**config.mk**
```make
export PLATFORM = sky130hd
export DESIGN_NAME = acc_sequencer
export DESIGN_NICKNAME = d
export VERILOG_FILES = /design/src/rtl/acc_sequencer.sv
export SDC_FILE = /design/constraint.sdc
export NUM_CORES = 1
export LEC_CHECK = 0
export CORE_MARGIN = 4
export CORE_UTILIZATION = 45
export CTS_CLUSTER_SIZE = 16
export DETAILED_ROUTE_END_ITERATION = 6
export GPL_TIMING_DRIVEN = 0
export HOLD_SLACK_MARGIN = 0.1
export PLACE_DENSITY = 0.83
export SYNTH_ARGS = -nofsm -noshare
export SYNTH_HDL_FRONTEND = slang
export SYNTH_SLANG_ARGS = --single-unit
```
**constraint.sdc**
```tcl
create_clock -name clk -period 1.8 [get_ports clk]
set_clock_uncertainty 0.1 [all_clocks]
set_input_delay 0.27 -clock clk [delete_from_list [all_inputs] [get_ports clk]]
set_output_delay 0.27 -clock clk [all_outputs]
set_load 0.01 [all_outputs]
```
**src/rtl/acc_sequencer.sv**
```systemverilog
`default_nettype none
// ============================================================================
// Module   : acc_sequencer
// Brief    : Counted accumulator with valid/ready operand input and result
//            output. Macro ACC_SATURATE_EN selects saturating overflow.
// Revision : 1.0 - initial release
// ============================================================================
module acc_sequencer #(
  parameter int N  = 4,
  parameter int LW = 4
) (
  input  logic          clk,
  input  logic          rst,
  input  logic          start,
  input  logic [LW-1:0] len,
  input  logic          in_valid,
  output logic          in_ready,
  input  logic [N-1:0]  in_data,
  output logic          out_valid,
  input  logic          out_ready,
  output logic [N-1:0]  out_sum,
  output logic          out_ovf,
  output logic          busy
);

  typedef enum logic [1:0] {
    IDLE  = 2'd0,
    ACCUM = 2'd1,
    DONE  = 2'd2
  } state_t;

  state_t        r_state;
  logic [N-1:0]  r_acc;
  logic          r_ovf;
  logic [LW-1:0] r_cnt;
  logic          r_in_ready;
  logic          r_out_valid;
  logic          r_busy;

  logic          w_xfer;
  logic [N:0]    w_sum;
  logic [N-1:0]  w_acc_next;

  assign w_xfer = r_in_ready & in_valid;
  assign w_sum  = {1'b0, r_acc} + {1'b0, in_data};

`ifdef ACC_SATURATE_EN
  // Once any carry has been seen the accumulator pins at all-ones for the run.
  assign w_acc_next = (w_sum[N] | r_ovf) ? {N{1'b1}} : w_sum[N-1:0];
`else
  assign w_acc_next = w_sum[N-1:0];
`endif

  always_ff @(posedge clk or posedge rst) begin
    if (rst) begin
      r_state     <= IDLE;
      r_acc       <= '0;
      r_ovf       <= 1'b0;
      r_cnt       <= '0;
      r_in_ready  <= 1'b0;
      r_out_valid <= 1'b0;
      r_busy      <= 1'b0;
    end else begin
      case (r_state)
        IDLE: begin
          if (start) begin
            r_acc  <= '0;
            r_ovf  <= 1'b0;
            r_cnt  <= len;
            r_busy <= 1'b1;
            if (len == '0) begin
              r_state     <= DONE;
              r_out_valid <= 1'b1;
            end else begin
              r_state    <= ACCUM;
              r_in_ready <= 1'b1;
            end
          end
        end
        ACCUM: begin
          if (w_xfer) begin
            r_acc <= w_acc_next;
            r_ovf <= r_ovf | w_sum[N];
            r_cnt <= r_cnt - 1'b1;
            if (r_cnt == {{(LW-1){1'b0}}, 1'b1}) begin
              r_state     <= DONE;
              r_in_ready  <= 1'b0;
              r_out_valid <= 1'b1;
            end
          end
        end
        DONE: begin
          if (out_ready) begin
            r_state     <= IDLE;
            r_out_valid <= 1'b0;
            r_busy      <= 1'b0;
          end
        end
        default: begin
          r_state     <= IDLE;
          r_in_ready  <= 1'b0;
          r_out_valid <= 1'b0;
          r_busy      <= 1'b0;
        end
      endcase
    end
  end

  assign in_ready  = r_in_ready;
  assign out_valid = r_out_valid;
  assign busy      = r_busy;
  // Result fields are masked so they read zero outside DONE.
  assign out_sum   = r_out_valid ? r_acc : '0;
  assign out_ovf   = r_out_valid & r_ovf;

endmodule
`default_nettype wire

```
* After elaboration in Yosys (flattened, before gate mapping)
Cells that the tools add are included.
** Word-level totals
- Flip-flop bits (word level) :: 14
- Output and inout port bits :: 8
- Logic and storage cells :: 60
- RAM bits :: 0
- Bits in latches :: 0
- Memory bits (read-only) :: 0
- Bits of input ports :: 13
- Memories kept :: 0
** Cells by class
- Shift operators :: 0
- Bitwise operators :: 5
- Multiplexer cells :: 29
- $add $sub $neg :: 2
- Multipliers :: 0
- Order comparisons :: 0
- Eq/ne operators :: 9
- Divide/modulo/power cells :: 0
- Reductions and logical operators :: 8
** Operators with widths (number)
- 4-bit two-way mux :: 5
- 4-bit case mux with 2 select lines :: 2
- 1-bit two-way mux :: 12
- 2-bit != test, second input constant :: 6
- 2-bit two-way mux :: 5
- 5-bit AND reduction :: 2
- 1-bit case mux with 3 select lines :: 3
- 2-bit case mux with 3 select lines :: 1
- 3-bit AND reduction :: 2
- 4-bit by 4-bit adder with 5-bit output :: 1
- 4-bit by 1-bit == test with 1-bit output, second input constant :: 1
- 4-bit zero test :: 1
- 4-bit AND reduction :: 1
- 4-bit by 1-bit subtractor with 4-bit output, second input constant :: 1
- 1-bit bitwise AND :: 2
- 2-bit by 1-bit == test with 1-bit output, second input constant :: 1
- 2-bit == test, second input constant :: 1
- 2-bit zero test :: 1
- 1-bit inverter :: 2
- 1-bit case mux with 2 select lines :: 1
- 2-bit nonzero test :: 1
- 1-bit OR :: 1

* Depth between registers and ports, before layout
- Depth after elaboration :: 4
- Depth in mapped cells :: 7
- Gate-level depth less buffers :: 7

* Worst setup path after synthesis
OpenSTA, ideal clock, no wires.
- Kind :: flip-flop to flip-flop
- From :: reg r_in_ready (netlist: in_ready)
- To :: reg r_out_valid (netlist: out_valid)
- Arrival time :: 1.467 ns
- Path slack :: 0.160 ns
- Period minus slack after synthesis :: 1.640 ns
- Stages on the path, launching flop included :: 5
- Path buffers :: 0
- Required time :: 1.627 ns
- Library setup time :: 0.073 ns
- Cells stage by stage :: dfrtp_1 -> nand2_2 -> or4b_4 -> a211o_1 -> a21oi_2
** On the way
- Cells in the longest elaborated chain, start to end :: 3
** RTL lines
- from (decl) :: line 36 : logic r_in_ready;
- from (signal assigned) :: line 60 : r_in_ready <= 1'b0;
- from (signal assigned) :: line 76 : r_in_ready <= 1'b1;
- from (signal assigned) :: line 87 : r_in_ready <= 1'b0;
- 1-bit bitwise AND :: line 44 : assign w_xfer = r_in_ready & in_valid;
- 2-bit != test (no line)
- 5-bit AND reduction (no line)
- to (signal assigned) :: line 61 : r_out_valid <= 1'b0;
- to (signal assigned) :: line 73 : r_out_valid <= 1'b1;
- to (signal assigned) :: line 88 : r_out_valid <= 1'b1;
- to (decl) :: line 37 : logic r_out_valid;
No other way between the ends.
A chain may end at the register's enable or synchronous reset.

* Final worst setup path
- From :: in in_valid
- To :: reg r_out_valid (netlist: out_valid)
** On the way
- Cells in the longest elaborated chain, start to end :: 3
** RTL lines
- from (decl) :: line 16 : input logic in_valid,
- 1-bit bitwise AND :: line 44
- 2-bit != test (no line)
- 5-bit AND reduction (no line)
No other way between the ends.

==> qor.yml <==
global_route:
  antenna_found_initial: 0
  overflow: 0
  grt_use_total: 0.1711
  grt_pass1_wl_um: 3381
  grt_max_degree: 15
  first_global_vias: 784
pwr:
  ir_worst_vdd_uv: 1037
  power_leakage_nw: 0.5796
  power.density_nw_per_um2: 1508
timing:
  drv_slew: 0
  slew-limit-headroom: 0.6432
  fmax_mhz: 565.8
  finalCriticalPeriod_ns: 1.767
  post-route-period-util: 0.9819
  hold_ws_ns: 0.2135
  final-hold-violation-count: 0
  rsz0062_at_grt: "false"
  tns_ns: 0
  finalSetupViolCount: 0
  tightest_slew_ns: 0.5346
floorplanning:
  rows: 15
  pin_count: 21
  die_x_um: 52.50
  die_y_um: 52.50
  initial_core_util: 0.4944
  core_area_um2: 1802
  dieArea_um2: 2756
setup_path:
  crit_fanout: 4
  critPathRequiredTime_ns: 1.92
  critPathMaxStageDelay_ns: 0.55
  worstSetupPathType: "input pin to flop"
  arrival_ns: 1.89
  cp-end-kind: "flop"
  path_delay_family: "simple AND/OR/NAND/NOR gates"
  worstSetupStartpointType: "input pin"
  crit_chain: "clkdlybuf4s50_1 -> nand2_2 -> or4b_4 -> a211o_1 -> a21oi_2"
  path_buf_inv: 1
  worst_path_max_delay_cell: "or4b_4"
place:
  gp_congestion: 0.8967
  hpwl_um: 1570
  port_buffers: 20
  placed_area_um2: 1122
routing:
  drt-initial-drc-count: 17
  drtAntennaViolNets: 0
  drc: 0
  wl_um: 2024
  wl_per_cell_um: 13.06
  via_per_inst: 5.394
  vias: 836
  firstDrtPassIters: 4
finish:
  fin_nets: 151
  diodes: 0
  final_core_util: 0.6549
  area_growth_syn_to_layout_pct: 32.44
  final_cell_mix: "17 x clkdlybuf4s50_1, 12 x dfrtp_1, 11 x nor2_1, 10 x inv_1, 10 x o21ai_0"
  drive_above_1_share: 0.1000
  fin_area_um2: 1180
  final_common_cell: "clkdlybuf4s50_1"
logic_synthesis:
  synthMuxAreaShare: 0
  synth_top_family_by_area: "simple AND/OR/NAND/NOR gates"
  synth_simple_gate_area_frac: 0.2346
  synth_warnings: 0
  synth_area_um2: 890.9
  async_flop_share: 1.000
  yosysTopAreaCell: "dfrtp_1"
  postSynthCellCount: 104
  syn-num-nets: 124
  synthFlopType: "dfrtp_1"
  synth_compound_area_frac: 0.1854
  synth-edff-count: 0
  yosysSeqAreaShare: 0.3933
  synth_top_area_frac: 0.3933
  yosys.area_share.adder: 0.1067
  synth_xor_area_frac: 0.01966
  avgSynthCellArea_um2: 8.566
  ys_ff_latch: 14
  ys_top_cells_by_area: "dfrtp_1 39%, ha_1 8.4%, o21ai_0 5.6%"
  synth_cell_types: 32
clock_tree:
  clkLatencyLatePin_ns: 0.29
  cts.clk_slew.worst_paths_ns: 0.09
  root_buffer: "clkbuf_4"
  clk_path_buf_depth: 2
  cts_hold_buf: 0
  htreeDepth: 1
  cts_buffers: 3
  cts_tree: "done"
  cts.sinks: 14
outcome:
  status: "finished, final reports clean"
worst_hold_path:
  worstHoldPathType: "input pin to asynchronous set/reset pin"
job:
  maxCapViolations: 0
cell type report:
| cell class | count | area [µm²] |
|---|---|---|
| Buffer | 4 | 16.27 |
| Clock buffer | 4 | 36.28 |
| Fill cell | 161 | 621.8 |
| Inverter | 10 | 37.54 |
| Multi-Input combinational cell | 76 | 486.7 |
| Sequential cell | 14 | 352.8 |
| Tap cell | 25 | 31.28 |
| Timing Repair Buffer | 22 | 219.0 |
routing by layer:
metal / share of wire / global-route usage / vias up
met1: 0.44 / 0.2000 / 396
met3: 0.061 / 0.02849 / 4
met2: 0.49 / 0.2893 / 28
li1: - / - / 408
met5: 0 / 0 / -
met4: 0.013 / 0.1021 / 0
report_power, final:
group          switching [W]  leakage (nW)  total (W)  internal (W)
combinational       0.000507         0.389   0.000966      0.000459
clock               0.000109        0.0210   0.000232      0.000123
sequential          0.000120         0.169   0.000581      0.000461
flip-flops by register name (all words and copies together), names as in the netlist:
name,flops
r_ovf,1
r_state,2
busy,1
out_valid,1
r_cnt,4
r_acc,4
in_ready,1
path summary, 6_finish.rpt:
check	end	slack [ns]	from	cells past startpoint
setup / recovery	out_valid$_DFFE_PP0P_	0.03	in_valid	5
hold / removal	r_acc[2]$_DFFE_PP0P_	0.21	rst	2
setup reg to reg	out_valid$_DFFE_PP0P_	0.07	r_cnt[1]$_DFFE_PP0P_	5
hold reg to reg	r_acc[2]$_DFFE_PP0P_	0.41	r_acc[2]$_DFFE_PP0P_	2
max in group asynchronous	in_ready$_DFFE_PP0P_	1.00	rst	2
min in group clk	r_acc[2]$_DFFE_PP0P_	0.41	r_acc[2]$_DFFE_PP0P_	2
worst reg2reg max path, cell delays in order, from the launching register on:
cell and delay, ns:
dfrtp_1 0.39, inv_1 0.09, ha_1 0.13, or4b_4 0.48, a211o_1 0.34, a21oi_2 0.14
cells by family after synthesis:
kind of cell             Yosys count
AO/OA/AOI/OAI                     27
flip-flops                        14
adder cells (fa/ha/maj)            7
XOR/XNOR                           2
buffers and inverters             14
AND/OR/NAND/NOR                   40
per-stage QoR:
step / cells / setup slack, ns / total power [W]
after floorplan: 104 / 0.1595 / 0.001199
after global placement: 149 / -0.2302 / 0.001477
after detailed placement: 149 / -0.2604 / 0.001525
after CTS: 154 / 0.004548 / 0.001772
after global routing: 155 / 0.001216 / 0.001947
final: 155 / 0.03257 / 0.001780
timing repair:
item	4_1_cts	5_1_grt
gates resized for setup	1	4
endpoints found under the setup margin	2	5
buffers inserted	1	1
gates cloned	0	0
hold endpoints to repair	0	0
synth_stat cells, types with 3 or more instances:
cell      n
dfrtp_1  14
nor2_1   11
inv_1    10
o21ai_0  10
a21oi_1   7
nand2_1   7
ha_1      6
and2_1    5
nor3_1    3
Power figures use the tool's default switching activity.
==> edit 1 (same settings) <==
The 3 states of `state_t` get a one-hot encoding in 3 bits.
--- a/src/rtl/acc_sequencer.sv
+++ b/src/rtl/acc_sequencer.sv
@@ -25,6 +25,6 @@
 
-  typedef enum logic [1:0] {
-    IDLE  = 2'd0,
-    ACCUM = 2'd1,
-    DONE  = 2'd2
+  typedef enum logic [2:0] {
+    IDLE  = 3'b001,
+    ACCUM = 3'b010,
+    DONE  = 3'b100
   } state_t;
Function: no difference found for any inputs over 10 cycles, from zero or initial values and one cycle with rst high; not proved beyond that.
==> edit 1 against the unedited design <==
  * Maximum frequency up 0.29%
  * Total power down 1.1%
  * Synthesized area increased by 13%
  * Die area increased by 11%
  * Global-route usage down 1.3 points
  * Design area grew 12%
  * Sequential cell count rose by 1
  * Clock power decreased by 13%
  * Routed wire length is 12% higher
  * Setup slack gained 5.1 ps
  * Largest power group unchanged
==> edit 1: results (changes against the unedited design) <==
metric	value	unit	change
status	complete, no violations		unchanged
antenna_found_initial	0		unchanged
multi_input_area	580.6	um^2	was 486.7 um^2
ys_seq_area_frac	0.3753		was 0.3933
synth.avg_cell_area	9.378	um^2	was 8.566 um^2
p_leak	0.6653	nW	was 0.5796 nW
drt-total-wl	2.260	mm	was 2.024 mm
ir_worst_vdd	0.8434	mV	was 1.037 mV
io_buffers	20		unchanged
drive_above_1_share	0.1729		was 0.1000
ctsHtreeMaxLevel	1		unchanged
ys_async_sr_fraction	1.000		unchanged
first_iter_violations	24		was 17
preCtsSetupSlack	-296.1	ps	was -260.4 ps
vias_per_cell	5.406		was 5.394
synth_area_leaders	dfrtp_1 (35%), ha_1 (7.5%), nand2_1 (3.7%)		was dfrtp_1 (39%), ha_1 (8.4%), o21ai_0 (5.6%)
nFillCells	181		was 161
post-place-cells	154		was 149
ys_top_cells_by_count	dfrtp_1 (14), nand2_1 (10)		was dfrtp_1 (14), nor2_1 (11), inv_1 (10), o21ai_0 (10)
clkLatencyLatePin	300	ps	
globalplace.congestion	0.7819		was 0.8967
cts_made_buffers	3		unchanged
wl_per_cell	14.13	um	was 13.06 um
ant_nets	0		unchanged
cp_max_fo	2		was 4
grt_usage	0.1580		was 0.1711
dpl.hpwl	1.706	mm	was 1.570 mm
arrival	1840	ps	was 1890 ps
slew_headroom	0.6256		was 0.6432
firstDrtPassIters	4		unchanged
ys_types	37		was 32
reg.largest.list	r_acc (4), r_cnt (4), r_state (3)		was r_acc (4), r_cnt (4), r_state (2)
synthesis.nets	127		was 124
clk_path_buf_depth	2		unchanged
hold_class	input port to async pin		unchanged
grt_pass1_wl	3.967	mm	was 3.381 mm
ys_warn_count	0		unchanged
drv_slew	0		unchanged
clkTransAtPathRegs	100	ps	
grt_max_degree	16		was 15
dpl_cell_area	0.001237	mm^2	was 0.001122 mm^2
grt_pass1_vias	927		was 784
==> edit 1: layout make-up <==
cell class,count,share of cell area
Clock inverter,1,0.003802
Clock buffer,3,0.01711
Timing Repair Buffer,24,0.1844
Sequential cell,15,0.2871
Inverter,7,0.01996
Tap cell,27,0.02567
Buffer,3,0.02091
Multi-Input combinational cell,80,0.4411
==> edit 1: timing repair <==
action | 4_1_cts | 5_1_grt
hold buffers | 0 | 0
pin swaps | 2 | 3
buffers inserted | 2 | 2
gates resized for setup | 2 | 9
endpoints found under the setup margin | 12 | 12
==> edit 1: logic make-up (layout without fill, tap and decap cells) <==
family          after synthesis  count (layout)  share of synthesized area
simple gates                 42              42                     0.2332
fa+ha+maj                     7               7                    0.09476
buf+inv                      12              38                    0.06233
flops                        15              15                     0.3753
mux                           1               1                    0.01122
compound gates               28              28                     0.2057
xor+xnor                      2               2                    0.01746
==> edit 1: worst paths after layout <==
kind | start | endpoint | slack (ps) | cells past startpoint
hold / removal | rst | r_cnt[0] | 210 | 2
setup / recovery | in_data[0] | r_acc[2] | 40 | 6
setup reg to reg | r_state[0] | r_cnt[1] | 80 | 3
hold reg to reg | busy | busy | 390 | 1
max in group asynchronous | rst | out_valid | 990 | 2
min in group clk | busy | busy | 390 | 1
==> edit 1: per-layer routing <==
metal	global-route usage	share of wire
met2	0.3024	0.54
met5	0	0
met4	0.05556	0.022
met3	0.03963	0.042
met1	0.1633	0.40
==> edit 1: worst max-delay path: stages <==
cell	delay, ps
clkdlybuf4s50_1	470
ha_1	180
inv_1	60
fa_2	350
nor2b_1	150
o41ai_2	370
==> edit 1: where the power goes <==
| group | switching, mW | internal (mW) |
|---|---|---|
| combinational | 0.442 | 0.473 |
| sequential | 0.159 | 0.484 |
| clock | 0.118 | 0.0829 |
==> edit 2 (same settings) <==
Without the edit above. Add a define of `ACC_SATURATE_EN`.
--- a/src/rtl/acc_sequencer.sv
+++ b/src/rtl/acc_sequencer.sv
@@ -7,2 +7,4 @@
 // ============================================================================
+`define ACC_SATURATE_EN
+
 module acc_sequencer #(
Function: changed (Yosys sat finds a counterexample within 4 cycles, from zero or initial values and one cycle with rst high).
==> edit 2 against the unedited design <==
  * First-iteration DRC count grew 12%
  * Setup slack improved by 54 ps
  * Die area increased by 6.1%
  * Clock power down 4%
  * Design area is 8.8% higher
  * Total power up 10%
  * Routed wire length increased by 9.2%
  * Synthesized area is 7.2% higher
  * Sequential cell count unchanged
==> edit 2: results (changes against the unedited design) <==
metric	value	unit	change
wl_met3	88	um	was 123 um
clkTransAtPathRegs	90	ps	about the same
preCtsSetupSlack	-441.7	ps	was -260.4 ps
r2r-start	r_acc[0]		was r_cnt[1]
nets	141		was 151
arrival	1340	ps	was 1890 ps
cts-root-buf	clkbuf_4		unchanged
setup_ws	86.28	ps	was 32.57 ps
grt_max_degree	15		unchanged
ys_types	39		was 32
hold_class	input port to async pin		unchanged
timing.rr.end	r_acc[3]		was out_valid
reg2reg_depth	6		was 5
synth_area_leaders	dfrtp_1 (37%), ha_1 (7.9%), a22o_1 (3.7%)		was dfrtp_1 (39%), ha_1 (8.4%), o21ai_0 (5.6%)
slew_headroom	0.6521		was 0.6432
grt_pass1_wl	3.815	mm	was 3.381 mm
startpoint	out_valid		was in_valid
status	complete, no violations		unchanged
max_stage_delay	470	ps	was 550 ps
ys_top_cells_by_count	dfrtp_1 (14), inv_1 (9), ha_1 (6)		was dfrtp_1 (14), nor2_1 (11), inv_1 (10), o21ai_0 (10)
power.internal	1.209	mW	was 1.043 mW
reg.largest.list	r_acc (4), r_cnt (4), r_state (2)		unchanged
met3_usage	0.05540		was 0.02849
dpl.hpwl	1.705	mm	was 1.570 mm
diodes	0		unchanged
met2_usage	0.3165		was 0.2893
synthesis.nets	112		was 124
drive_above_1_share	0.2083		was 0.1000
p_leak	0.6248	nW	was 0.5796 nW
crit_slowest_cell	clkdlybuf4s50_1		was or4b_4
drt-total-wl	2.211	mm	was 2.024 mm
grt_pass1_vias	795		was 784
instances_no_fill	147		was 155
ys_warn_count	0		unchanged
clk_path_buf_depth	2		unchanged
first_iter_violations	19		was 17
firstDrtPassIters	4		unchanged
crit_end	out_sum[3]		was out_valid
vias_per_cell	5.347		was 5.394
routed.top_layer	met4		unchanged
ys_async_sr_fraction	1.000		unchanged
use_met1	0.2281		was 0.2000
ir_worst_vdd	0.9743	mV	was 1.037 mV
synthCells	92		was 104
met2_length	1.149	mm	was 990 um
met1Wirelength	959	um	was 882 um
grt_usage	0.1862		was 0.1711
cts_made_buffers	3		unchanged
crit_family	buffers and inverters		was simple AND/OR/NAND/NOR gates
r2r_slack	110	ps	was 70 ps
dpl_cell_area	0.001189	mm^2	was 0.001122 mm^2
cp_max_fo	6		was 4
globalplace.congestion	0.8676		was 0.8967
ys_seq_area_frac	0.3670		was 0.3933
ctsHtreeMaxLevel	1		unchanged
-- edit 2: changes by cell type after synthesis, moves of 3 or more --
cell and delta:
o21ai_0 -10, mux2i_1 +3, nand2_1 -4, nor2_1 -7, a22o_1 +4
-- edit 2: final cells by class --
type                       instances  area (um^2)
buffer                             3        30.03
clock buffer                       4        36.28
fill                             157        698.2
inverter                           9        33.78
multi-input combinational         66        555.5
sequential                        14        351.6
tap                               27        33.78
timing repair buffer              24        242.7
-- edit 2: kinds of logic after synthesis --
logic type / count (synthesis) / share of synthesized area
and+or+nand+nor: 31 / 0.2149
AOI/OAI and AO/OA: 22 / 0.1835
DFF: 14 / 0.3670
buffers and inverters: 12 / 0.06684
adders and majority gates: 7 / 0.09961
muxes: 5 / 0.05897
xor gates and xnor gates: 1 / 0.009176
-- edit 2: how the worst min path moves through the flow --
stage	from	end	slack (ps)	depth (start not counted)
after floorplan	rst	busy	60	1
after CTS	rst	in_ready	230	2
after global routing	rst	r_acc[2]	250	2
after global placement	r_cnt[3]	r_cnt[3]	410	2
after detailed placement	r_acc[0]	r_acc[0]	430	1
final	rst	in_ready	210	2
-- edit 2: repair_timing --
| action | CTS | global route |
|---|---|---|
| hold endpoints to repair | 0 | 0 |
| setup buffers | 1 | 3 |
| resized for setup | 4 | 7 |
| endpoints found under the setup margin | 8 | 10 |
| pin swaps | 1 | 5 |
| gates cloned | 0 | 0 |
-- edit 2: power by group through the flow --
stage / Clock [mW] / Sequential (mW) / Combinational (mW)
2_1_floorplan: 0 / 0.580 / 0.717
3_3_place_gp: 0 / 0.596 / 1.00
3_5_place_dp: 0 / 0.606 / 1.06
4_1_cts: 0.234 / 0.599 / 1.10
5_1_grt: 0.246 / 0.620 / 1.29
6_report: 0.223 / 0.595 / 1.15
